### src/rtl/controle_horda.sv
// controle_horda: fleet controller for the enemy formation.
// Scans the live enemies one per clock, keeps a snapshot of the fleet
// extent and head count, derives the movement clock CLOCK_MV from a
// speed-dependent divisor, reverses the fleet at the screen edges and
// raises the sticky "wave cleared" and "invasion" flags.
module controle_horda #(
  parameter int N_INIMIGOS = 8,
  parameter int LARGURA    = 33,
  parameter int ALTURA     = 24,
  parameter int PASSO      = 2,
  parameter int X_MIN      = 0,
  parameter int X_MAX      = 639,
  parameter int Y_LIMITE   = 440,
  parameter int DIV_BASE   = 1000000,
  parameter int DIV_STEP   = 50000,
  parameter int DIV_MIN    = 100000,
  parameter int CW         = $clog2(N_INIMIGOS + 1)
) (
  input  logic                    CLOCK_50,
  input  logic                    reset,
  input  logic                    pausa,
  input  logic                    reiniciarJogo,
  input  logic [10*N_INIMIGOS-1:0] xs,
  input  logic [10*N_INIMIGOS-1:0] ys,
  input  logic [N_INIMIGOS-1:0]   vivos,
  output logic                    sentidoX,
  output logic                    CLOCK_MV,
  output logic [CW-1:0]           vivos_count,
  output logic                    horda_eliminada,
  output logic                    invasao
);

  localparam int IW = (N_INIMIGOS > 1) ? $clog2(N_INIMIGOS) : 1;
  localparam logic [IW-1:0] IDX_LAST = IW'(N_INIMIGOS - 1);
  localparam logic [9:0]    X_INIT   = 10'(X_MAX);
  localparam logic [CW-1:0] CNT_FULL = CW'(N_INIMIGOS);

  // Scan state: current index and running accumulators
  logic [IW-1:0] idx_q, idx_d;
  logic [9:0]    acc_min_x_q, acc_min_x_d;
  logic [9:0]    acc_max_x_q, acc_max_x_d;
  logic [9:0]    acc_max_y_q, acc_max_y_d;
  logic [CW-1:0] acc_cnt_q, acc_cnt_d;

  // Snapshot of the last completed scan
  logic [9:0]    snap_min_x_q, snap_min_x_d;
  logic [9:0]    snap_max_x_q, snap_max_x_d;
  logic [9:0]    snap_max_y_q, snap_max_y_d;
  logic [CW-1:0] snap_cnt_q, snap_cnt_d;

  // Movement divisor, direction and flags
  logic [31:0] cnt_q, cnt_d;
  logic [31:0] hp_q, hp_d;
  logic        mv_q, mv_d;
  logic        sent_q, sent_d;
  logic        horda_q, horda_d;
  logic        inv_q, inv_d;

  // Combinational helpers
  logic [9:0]    cur_x_s, cur_y_s;
  logic          cur_vivo_s;
  logic [9:0]    run_min_x_s, run_max_x_s, run_max_y_s;
  logic [CW-1:0] run_cnt_s;
  logic [31:0]   dead_s, red_s, hp_new_s;
  logic          borda_dir_s, borda_esq_s;

  // Select the enemy addressed by the scan index
  always_comb begin
    cur_x_s    = 10'd0;
    cur_y_s    = 10'd0;
    cur_vivo_s = 1'b0;
    for (int i = 0; i < N_INIMIGOS; i++) begin
      if (idx_q == IW'(i)) begin
        cur_x_s    = xs[10*i +: 10];
        cur_y_s    = ys[10*i +: 10];
        cur_vivo_s = vivos[i];
      end else begin
        cur_x_s    = cur_x_s;
        cur_y_s    = cur_y_s;
        cur_vivo_s = cur_vivo_s;
      end
    end
  end

  // Fold the selected enemy into the running extent; dead enemies are skipped
  always_comb begin
    run_min_x_s = acc_min_x_q;
    run_max_x_s = acc_max_x_q;
    run_max_y_s = acc_max_y_q;
    run_cnt_s   = acc_cnt_q;
    if (cur_vivo_s) begin
      if (cur_x_s < acc_min_x_q) run_min_x_s = cur_x_s;
      else                       run_min_x_s = acc_min_x_q;
      if (cur_x_s > acc_max_x_q) run_max_x_s = cur_x_s;
      else                       run_max_x_s = acc_max_x_q;
      if (cur_y_s > acc_max_y_q) run_max_y_s = cur_y_s;
      else                       run_max_y_s = acc_max_y_q;
      run_cnt_s = acc_cnt_q + CW'(1);
    end else begin
      run_cnt_s = acc_cnt_q;
    end
  end

  // Advance the scan; on the last enemy commit the snapshot and re-init
  always_comb begin
    idx_d        = idx_q;
    acc_min_x_d  = acc_min_x_q;
    acc_max_x_d  = acc_max_x_q;
    acc_max_y_d  = acc_max_y_q;
    acc_cnt_d    = acc_cnt_q;
    snap_min_x_d = snap_min_x_q;
    snap_max_x_d = snap_max_x_q;
    snap_max_y_d = snap_max_y_q;
    snap_cnt_d   = snap_cnt_q;
    if (reiniciarJogo) begin
      idx_d        = '0;
      acc_min_x_d  = X_INIT;
      acc_max_x_d  = 10'd0;
      acc_max_y_d  = 10'd0;
      acc_cnt_d    = '0;
      snap_min_x_d = X_INIT;
      snap_max_x_d = 10'd0;
      snap_max_y_d = 10'd0;
      snap_cnt_d   = CNT_FULL;
    end else if (idx_q >= IDX_LAST) begin
      idx_d        = '0;
      snap_min_x_d = run_min_x_s;
      snap_max_x_d = run_max_x_s;
      snap_max_y_d = run_max_y_s;
      snap_cnt_d   = run_cnt_s;
      acc_min_x_d  = X_INIT;
      acc_max_x_d  = 10'd0;
      acc_max_y_d  = 10'd0;
      acc_cnt_d    = '0;
    end else begin
      idx_d       = idx_q + IW'(1);
      acc_min_x_d = run_min_x_s;
      acc_max_x_d = run_max_x_s;
      acc_max_y_d = run_max_y_s;
      acc_cnt_d   = run_cnt_s;
    end
  end

  // Half-period from the number of dead enemies, clamped at DIV_MIN
  always_comb begin
    dead_s = 32'(N_INIMIGOS) - 32'(snap_cnt_q);
    red_s  = 32'(DIV_STEP) * dead_s;
    if (red_s >= 32'(DIV_BASE)) begin
      hp_new_s = 32'(DIV_MIN);
    end else if ((32'(DIV_BASE) - red_s) < 32'(DIV_MIN)) begin
      hp_new_s = 32'(DIV_MIN);
    end else begin
      hp_new_s = 32'(DIV_BASE) - red_s;
    end
  end

  // Edge tests against the committed fleet extent
  always_comb begin
    borda_dir_s = (32'(snap_max_x_q) + 32'(LARGURA) + 32'(PASSO)) > 32'(X_MAX);
    borda_esq_s = 32'(snap_min_x_q) < (32'(X_MIN) + 32'(PASSO));
  end

  // Divisor, CLOCK_MV toggle and direction reversal on each rising toggle
  always_comb begin
    cnt_d  = cnt_q;
    hp_d   = hp_q;
    mv_d   = mv_q;
    sent_d = sent_q;
    if (reiniciarJogo) begin
      cnt_d  = 32'd0;
      hp_d   = 32'(DIV_BASE);
      mv_d   = 1'b0;
      sent_d = 1'b1;
    end else if (horda_q) begin
      mv_d = 1'b0;
    end else if (pausa) begin
      cnt_d = cnt_q;
    end else if ((cnt_q + 32'd1) >= hp_q) begin
      cnt_d = 32'd0;
      mv_d  = ~mv_q;
      // the period that starts now uses the freshest speed
      hp_d  = hp_new_s;
      if (!mv_q && (snap_cnt_q != '0)) begin
        if (sent_q && borda_dir_s)       sent_d = 1'b0;
        else if (!sent_q && borda_esq_s) sent_d = 1'b1;
        else                             sent_d = sent_q;
      end else begin
        sent_d = sent_q;
      end
    end else begin
      cnt_d = cnt_q + 32'd1;
    end
  end

  // Sticky wave-cleared and invasion flags, driven from the snapshot
  always_comb begin
    horda_d = horda_q;
    inv_d   = inv_q;
    if (reiniciarJogo) begin
      horda_d = 1'b0;
      inv_d   = 1'b0;
    end else begin
      if (snap_cnt_q == '0) horda_d = 1'b1;
      else                  horda_d = horda_q;
      if ((snap_cnt_q != '0) &&
          ((32'(snap_max_y_q) + 32'(ALTURA)) >= 32'(Y_LIMITE))) inv_d = 1'b1;
      else                                                    inv_d = inv_q;
    end
  end

  // State registers with asynchronous reset
  always_ff @(posedge CLOCK_50 or posedge reset) begin
    if (reset) begin
      idx_q        <= '0;
      acc_min_x_q  <= X_INIT;
      acc_max_x_q  <= 10'd0;
      acc_max_y_q  <= 10'd0;
      acc_cnt_q    <= '0;
      snap_min_x_q <= X_INIT;
      snap_max_x_q <= 10'd0;
      snap_max_y_q <= 10'd0;
      snap_cnt_q   <= CNT_FULL;
      cnt_q        <= 32'd0;
      hp_q         <= 32'(DIV_BASE);
      mv_q         <= 1'b0;
      sent_q       <= 1'b1;
      horda_q      <= 1'b0;
      inv_q        <= 1'b0;
    end else begin
      idx_q        <= idx_d;
      acc_min_x_q  <= acc_min_x_d;
      acc_max_x_q  <= acc_max_x_d;
      acc_max_y_q  <= acc_max_y_d;
      acc_cnt_q    <= acc_cnt_d;
      snap_min_x_q <= snap_min_x_d;
      snap_max_x_q <= snap_max_x_d;
      snap_max_y_q <= snap_max_y_d;
      snap_cnt_q   <= snap_cnt_d;
      cnt_q        <= cnt_d;
      hp_q         <= hp_d;
      mv_q         <= mv_d;
      sent_q       <= sent_d;
      horda_q      <= horda_d;
      inv_q        <= inv_d;
    end
  end

  assign sentidoX        = sent_q;
  assign CLOCK_MV        = mv_q;
  assign vivos_count     = snap_cnt_q;
  assign horda_eliminada = horda_q;
  assign invasao         = inv_q;

endmodule

### config.mk
export PLATFORM = sky130hd
export DESIGN_NAME = controle_horda
export DESIGN_NICKNAME = d
export VERILOG_FILES = /design/src/rtl/controle_horda.sv
export SDC_FILE = /design/constraint.sdc
export NUM_CORES = 1
export LEC_CHECK = 0
export BUFFER_PORTS_ARGS = -buffer_cell sky130_fd_sc_hd__buf_2
export CAP_MARGIN = 5
export CORE_MARGIN = 5
export CORE_UTILIZATION = 45
export CTS_CLUSTER_DIAMETER = 40
export DETAILED_ROUTE_END_ITERATION = 7
export GPL_TIMING_DRIVEN = 0
export HOLD_SLACK_MARGIN = 0.12
export PLACE_DENSITY_LB_ADDON = 0.3
export SLEW_MARGIN = 10
export SYNTH_ARGS = -nofsm -noshare
export SYNTH_HDL_FRONTEND = slang
export SYNTH_SLANG_ARGS = --single-unit
### constraint.sdc
create_clock -name CLOCK_50 -period 8.3 [get_ports CLOCK_50]
set_input_delay 0.83 -clock CLOCK_50 [delete_from_list [all_inputs] [get_ports CLOCK_50]]
set_output_delay 0.83 -clock CLOCK_50 [all_outputs]
set_load 0.01 [all_outputs]
==> metrics.md, run 1 <==
| Metric | Value |
|---|---|
| Crit-path cells | inv_1 > ha_1 > nor2b_4 > nor2_2 > inv_2 > fa_1 > inv_1 > ha_1 > fa_1 > ha_1 > o21ai_0 > a21oi_1 > o21ai_0 > a21oi_1 > a211o_1 > xnor2_2 > or2_0 > a211oi_1 > nor3_1 > or4b_4 > buf_6 > a32o_1 |
| H-tree lvl count | 4 |
| Highest clock rate | 0.1337 GHz |
| Fin crit share | 90.11% |
| Area grow syn2layout | 17.70% |
| Logic pwr share | 61.6% |
| Most used cell, CP | ha_1 |
| Cts-stage hold buffer count | 0 |
| Cell Int Power | around 2.3 mW |
| Pleak | 6.079 nW |
| Crit-path max FO | 18 |
| Worst path required time | 8.60 ns |
| Clock sinks | 134 |
| Type of the worst min-delay path | reg2reg |
| Yosys warnings | 0 |
| Worst vdd ir | 202.2 µV |
| RSZ-0062 raised after global routing | false |
| Largest net degree at the start of global routing | 74 |
| PostCTS Resize Cnt | 0 |
| Mean post-synth cell area | 8.154 µm² |
| CTS Buffer Depth | 2 |
| Register area share after synthesis | 30.62% |
| Synth Register Bits | 134 |
| Vias per cell | approximately 5.6 |
| Final Slew Violations | 0 |
| Clock skew | 0.01077 ns |
| Post-synth net total | 1649 |
| Total stage count of the critical path | 22 |
| Core area | 24250 µm² |
| Grt ovf | 0 |
| Final wirelength | 33070 µm |
| TNS Setup | 0 ns |
| Routed Antenna Nets | 0 |
| Status | completed |
| Synthesized instance count | 1355 |
| Fin cells | 1895 |
| Buf/Inv on CP | 4 |
| CP max stage cell | nor2_2 |
| Die X | 166.7 µm |
| Worst Setup Start Kind | register |
| Initial antenna violation count | 5 |
| Post-synth EDFFs | 0 |
| Clk_lat worst skew | 0.42 ns |
| Tot GR Track Use | 23.53% |
| Clock network power share | 18.7% |
| Synth cell count leaders | 160 x nand2_1, 141 x nor2_1, 118 x o21ai_0, 116 x ha_1, 110 x dfrtp_1 |
| Fillers | 2351 |
| Final Hold Violating Endpoints | 0 |
| Sw Share | between 40% and 50% |
| Clock root cell | clkbuf_16 |
| Clock transition at path regs | 0.06 ns |
| Post-CTS Setup Inserts | 0 |
| Max_slew headroom | 27.63% |
| Cell variety after synth | 77 |
| DR DRC count | 0 |
| Net Sw Power | 1.931 mW |
| Fraction of layout instances using a drive strength above 1 | 16.73% |
| PD cells | 325.8 nW/µm² |
| Die Span Y | ~170 µm |
| Top_reg_cell synth | dfrtp_1 |
| Top post-synthesis cells by area | dfrtp_1 25%, ha_1 13%, dfstp_2 5.7% |
| Critical path type | reg2reg |
| Dominant cell type by area after synthesis | dfrtp_1 |
| Routed WL per cell | 17.45 µm |
| Share of the synthesized area in the top cell type | 24.92% |
| Post-route setup slack | around 0.82 ns |
| R2R cell count | 22 |
| CP Capture Type | register |
| Vias post-DR | roughly 11k |
| Hpwl dp | ~27000 µm |
| Worst hold path depth | 2 |
| First-pass GRT wire length | 53900 µm |
| Initial Util | 45.56% |
| Vias in the first global route | 10.72k |
| Worst-margin pin slew | 1.082 ns |
| TritonCTS Buffers | 17 |
| Die ar. | around 28000 µm² |
| Max-Cap Viols | 0 |
| Count leader, synth | nand2_1 |
| Number of cell rows | 57 |
| Mapped Area | approximately 11000 µm² |
| Nets@finish | 1847 |
| Placed Instances | 1858 |
| WP data arrival | 7.78 ns |
| Seq pwr share | 19.7% |
| Slowest cell delay on critical path | 0.70 ns |
| Ys async rst share | 100.0% |
| Drt first pass iters | 5 |
| Final setup fails | 0 |
| IO Pins | 180 |
| DP Worst Slack | approximately 0.93 ns |
| First DRT Iteration DRCs | 753 |
| Final Wtd Congestion | 0.9243 |
| CTS tree | built |
| Port buffer count | 178 |
| Minimum clock period after layout | between 7 and 8 ns |
| Critical path's top delay family | adder cells |
kinds of logic after synthesis:
logic type               Yosys count  share of synthesized area [%]
multiplexers                      38                          3.477
AND/OR/NAND/NOR                  447                          18.44
buffers and inverters            159                          5.470
AO/OA/AOI/OAI                    385                          22.08
flip-flops                       134                          30.62
adder cells (fa/ha/maj)          122                          14.22
XOR/XNOR                          70                          5.685
layout make-up:
class	count	area, µm²	area share, %
diodes	5	12.51	0.09622
multi-input cells	1062	7061	54.30
inverters	95	361.6	2.781
repair buffers	179	918.4	7.062
flip-flops and latches	134	3383	26.02
well taps	324	405.4	3.117
clock inverters	14	185.2	1.424
clock buffers	18	429.2	3.300
plain buffers	64	247.7	1.905
per-layer routing:
layer  vias to the layer above  routed length, µm  track usage, %  share of wire (%)
li1                       5196                  -               -                  -
met4                         0               1282           9.854                3.9
met5                         -                  0               0                  0
met1                      5019              13130           27.09                 40
met2                       349              16670           42.07                 50
met3                        71               1996           5.357                6.0
flip-flops by register name (all words and copies together), names as in the netlist:
name and flops:
acc_max_x_q 10, snap_max_y_q 10, snap_max_x_q 10, acc_cnt_q 4
vivos_count 4, CLOCK_MV 1, acc_max_y_q 10, horda_eliminada 1
idx_q 3, hp_q 28, snap_min_x_q 9, sentidoX 1
acc_min_x_q 10, invasao 1, cnt_q 32
stage by stage:
stage	util, %	power [mW]	hold WS [ns]	instance area, µm²
after floorplan	-	2.803	0.4421	11050
after detailed placement	51.04	3.406	0.4663	12380
after CTS	53.58	4.222	0.4796	12990
final	53.63	4.236	0.4784	13000
after global routing	53.63	4.590	0.4983	13000
after global placement	50.91	3.362	0.4545	12340
worst paths after layout:
| kind | startpoint | endpoint | slack (ns) |
|---|---|---|---|
| worst max-delay path | vivos_count[0]$_DFFE_PP0P_ | hp_q[13]$_DFFE_PP0P_ | 0.82 |
| worst min-delay path | snap_max_x_q[7]$_DFFE_PP0P_ | snap_max_x_q[7]$_DFFE_PP0P_ | 0.48 |
| worst max register to register | vivos_count[0]$_DFFE_PP0P_ | hp_q[13]$_DFFE_PP0P_ | 0.82 |
| worst min register to register | snap_max_x_q[7]$_DFFE_PP0P_ | snap_max_x_q[7]$_DFFE_PP0P_ | 0.48 |
| max in group asynchronous | reset | vivos_count[3]$_DFFE_PP1P_ | 6.97 |
| min in group asynchronous | reset | cnt_q[29]$_DFFE_PP0P_ | 0.54 |
placed cells by master (no fill, tap or decap), types with 17 or more instances in the layout:
master	instances
nand2_1	160
a22oi_1	23
o21ai_0	118
nand4_1	18
nor2_1	141
mux2i_1	35
a21oi_1	90
inv_1	93
clkbuf_1	61
ha_1	116
nand3_1	26
o31ai_1	23
xor2_1	25
nor3_1	21
xnor2_1	43
buf_2	178
clkbuf_16	17
dfstp_2	24
a211oi_1	43
dfrtp_1	110
worst register-to-register path: stages (launching register included):
cell      delay (ns)
dfrtp_1         0.68
inv_1           0.26
ha_1            0.35
nor2b_4         0.17
nor2_2          0.70
inv_2           0.31
fa_1            0.66
inv_1           0.07
ha_1            0.31
fa_1            0.51
ha_1            0.38
o21ai_0         0.19
a21oi_1         0.08
o21ai_0         0.33
a21oi_1         0.14
a211o_1         0.36
xnor2_2         0.19
or2_0           0.28
a211oi_1        0.26
nor3_1          0.10
or4b_4          0.58
buf_6           0.17
a32o_1          0.26
power groups by stage:
stage / logic [mW] / clock network (mW) / registers (mW)
after floorplan: 1.98 / 0 / 0.825
after global placement: 2.52 / 0 / 0.840
after detailed placement: 2.56 / 0 / 0.844
after CTS: 2.59 / 0.796 / 0.834
after global routing: 2.91 / 0.828 / 0.847
final: 2.61 / 0.790 / 0.836
Note: power is estimated with default switching activity, not from simulation.
==> run 2, diff against run 1 <==
MAX_ROUTING_LAYER = met4   (was unset)
PLACE_DENSITY_LB_ADDON = 0.05   (was 0.3)
==> run 2 against run 1 <==
Compared with the run above: final area fell by 0.60%; clock skew rose by 0.0022 ns; critical path depth fell by 1; setup slack improved by 0.034 ns; power fell by 2.8%; via count fell by 3.5%; clock-buffer cell count rose by 4; first-iteration DRC count fell by 46%; highest routed layer unchanged.
==> metrics.md, run 2 (same netlist as run 1, synthesis figures left out) <==
| Metric | Value |
|---|---|
| Die X | 166.7 µm |
| H-tree lvl count | 4 |
| Final Slew Violations | 0 |
| Final wirelength | ~33000 µm |
| Number of cell rows | 57 |
| Worst path required time | between 8 and 9 ns |
| Largest registers | cnt_q x32, hp_q x28 |
| Core area | 24250 µm² |
| IO Pins | 180 |
| Fin crit share | 89.70% |
| Fraction of layout instances using a drive strength above 1 | 16.67% |
| RSZ-0062 raised after global routing | false |
| PD cells | 318.6 nW/µm² |
| Max_slew headroom | 25.29% |
| Minimum clock period after layout | 7.445 ns |
| Grt ovf | 0 |
| Highest clock rate | 0.1343 GHz |
| PostCTS Resize Cnt | 0 |
| TritonCTS Buffers | 17 |
| Final setup fails | 0 |
| Routed Antenna Nets | 0 |
| Worst vdd ir | 237.9 µV |
| DR DRC count | 0 |
| Routed WL per cell | 17.40 µm |
| Max-Cap Viols | 0 |
| TNS Setup | 0 ns |
| Clock transition at path regs | 0.07 ns |
| Worst Setup Start Kind | register |
| Status | completed |
| Port buffer count | 178 |
| Most common cell after layout, fill and taps aside | buf_2 |
| Total power draw | 4.118 mW |
| Die ar. | 27790 µm² |
| Clock sinks | 134 |
| Type of the worst min-delay path | in2async |
| CTS Buffer Depth | 2 |
| Vias per cell | 5.426 |
| CP Capture Type | register |
| Fillers | 2460 |
| Crit-path max FO | 18 |
| Clk_lat worst skew | approximately 0.42 ns |
| Pleak | 6.059 nW |
| First DRT Iteration DRCs | 406 |
| CTS tree | built |
| Max reg flops | 32 |
| Die Span Y | 166.7 µm |
| Largest net degree at the start of global routing | 81 |
| Drt first pass iters | 5 |
| Cts-stage hold buffer count | 0 |
| Vias post-DR | slightly above 10k |
| Area grow syn2layout | 17.00% |
| Final Hold Violating Endpoints | 0 |
| First-pass GRT wire length | 53650 µm |
| Nets@finish | approximately 1.8k |
| Critical path type | reg2reg |
| Initial antenna violation count | 1 |
| Vias in the first global route | around 10k |
| Initial Util | 45.56% |
| Final Wtd Congestion | roughly 0.93 |
| Tot GR Track Use | 24.36% |
| Post-CTS Setup Inserts | 0 |
| Commonest cells after routing, fill and taps aside | 178 x buf_2, 160 x nand2_1, 141 x nor2_1 |
| Clock root cell | clkbuf_16 |
| Worst-margin pin slew | roughly 1.1 ns |
| Largest Register | cnt_q |
| Hpwl dp | 26710 µm |
| WP data arrival | just under 8 ns |
| Clock skew | 0.01296 ns |
-- run 2: cell types whose count changed in the layout (fill, tap and decap cells not counted) --
cell and delta:
clkinvlp_4 -3, diode_2 -4, clkbuf_8 +3, clkinv_2 -1, clkbuf_1 +1, bufinv_16 -4, clkinv_4 +1, inv_6 +3
-- run 2: area by class of cell --
class / instances / area (µm²) / share of cell area (%)
buffer: 64 / 247.7 / 1.917
timing repair buffer: 179 / 918.4 / 7.105
antenna: 1 / 2.502 / 0.01936
clock buffer: 22 / 474.2 / 3.669
multi-input combinational: 1062 / 7061 / 54.62
inverter: 95 / 361.6 / 2.797
sequential: 134 / 3383 / 26.17
clock inverter: 10 / 72.57 / 0.5614
tap: 324 / 405.4 / 3.136
-- run 2: final timing paths --
check                                             from                          end  slack [ns]  cells after the start
min in group CLOCK_50      snap_max_x_q[8]$_DFFE_PP0P_  snap_max_x_q[8]$_DFFE_PP0P_        0.48                      2
setup / recovery            vivos_count[0]$_DFFE_PP0P_         hp_q[27]$_DFFE_PP0P_        0.86                     21
setup reg to reg            vivos_count[0]$_DFFE_PP0P_         hp_q[27]$_DFFE_PP0P_        0.86                     21
hold / removal                                   reset         cnt_q[1]$_DFFE_PP0P_        0.47                      2
max in group asynchronous                        reset   vivos_count[3]$_DFFE_PP1P_        7.03                      3
hold reg to reg            snap_max_x_q[8]$_DFFE_PP0P_  snap_max_x_q[8]$_DFFE_PP0P_        0.48                      2
-- run 2: per-layer routing --
layer  part of all wire [%]  track usage [%]  vias up
li1                       -                -     5190
met1                     44            29.44     4772
met2                     49            41.91      252
met3                    3.6            3.484       46
met4                    3.3            8.253        0
met5                      0                -        -
-- run 2: through the flow --
stage	utilization, %	instances	setup WS [ns]	hold WS [ns]	instance area [µm²]
floorplan	-	1355	1.943	0.4421	11050
global placement	50.91	1857	0.9594	0.4548	12340
detailed placement	51.04	1858	0.7921	0.4700	12380
CTS	53.30	1890	0.7426	0.4784	12920
global route	53.31	1891	0.1127	0.5031	12930
finish	53.31	1891	0.8550	0.4737	12930
-- run 2: worst max-delay path, stage by stage, from the launching register on --
cell      delay (ns)
dfrtp_1         0.68
inv_1           0.26
ha_1            0.34
nor2b_4         0.17
nor2_2          0.69
inv_2           0.30
fa_1            0.58
xnor2_1         0.28
ha_1            0.30
xnor2_1         0.23
xnor2_1         0.16
ha_1            0.25
ha_1            0.43
nand2_1         0.15
a21oi_1         0.23
nand2_1         0.08
o21ai_0         0.48
nand3_1         0.36
nand4b_1        0.55
nor3_1          0.50
nand2_1         0.22
o21ai_0         0.13
-- run 2: power breakdown --
group / internal [mW] / total (mW) / switching [mW] / leakage (nW)
logic: 1.03 / 2.58 / 1.55 / 4.03
registers: 0.768 / 0.833 / 0.0647 / 1.76
clock network: 0.408 / 0.705 / 0.298 / 0.263
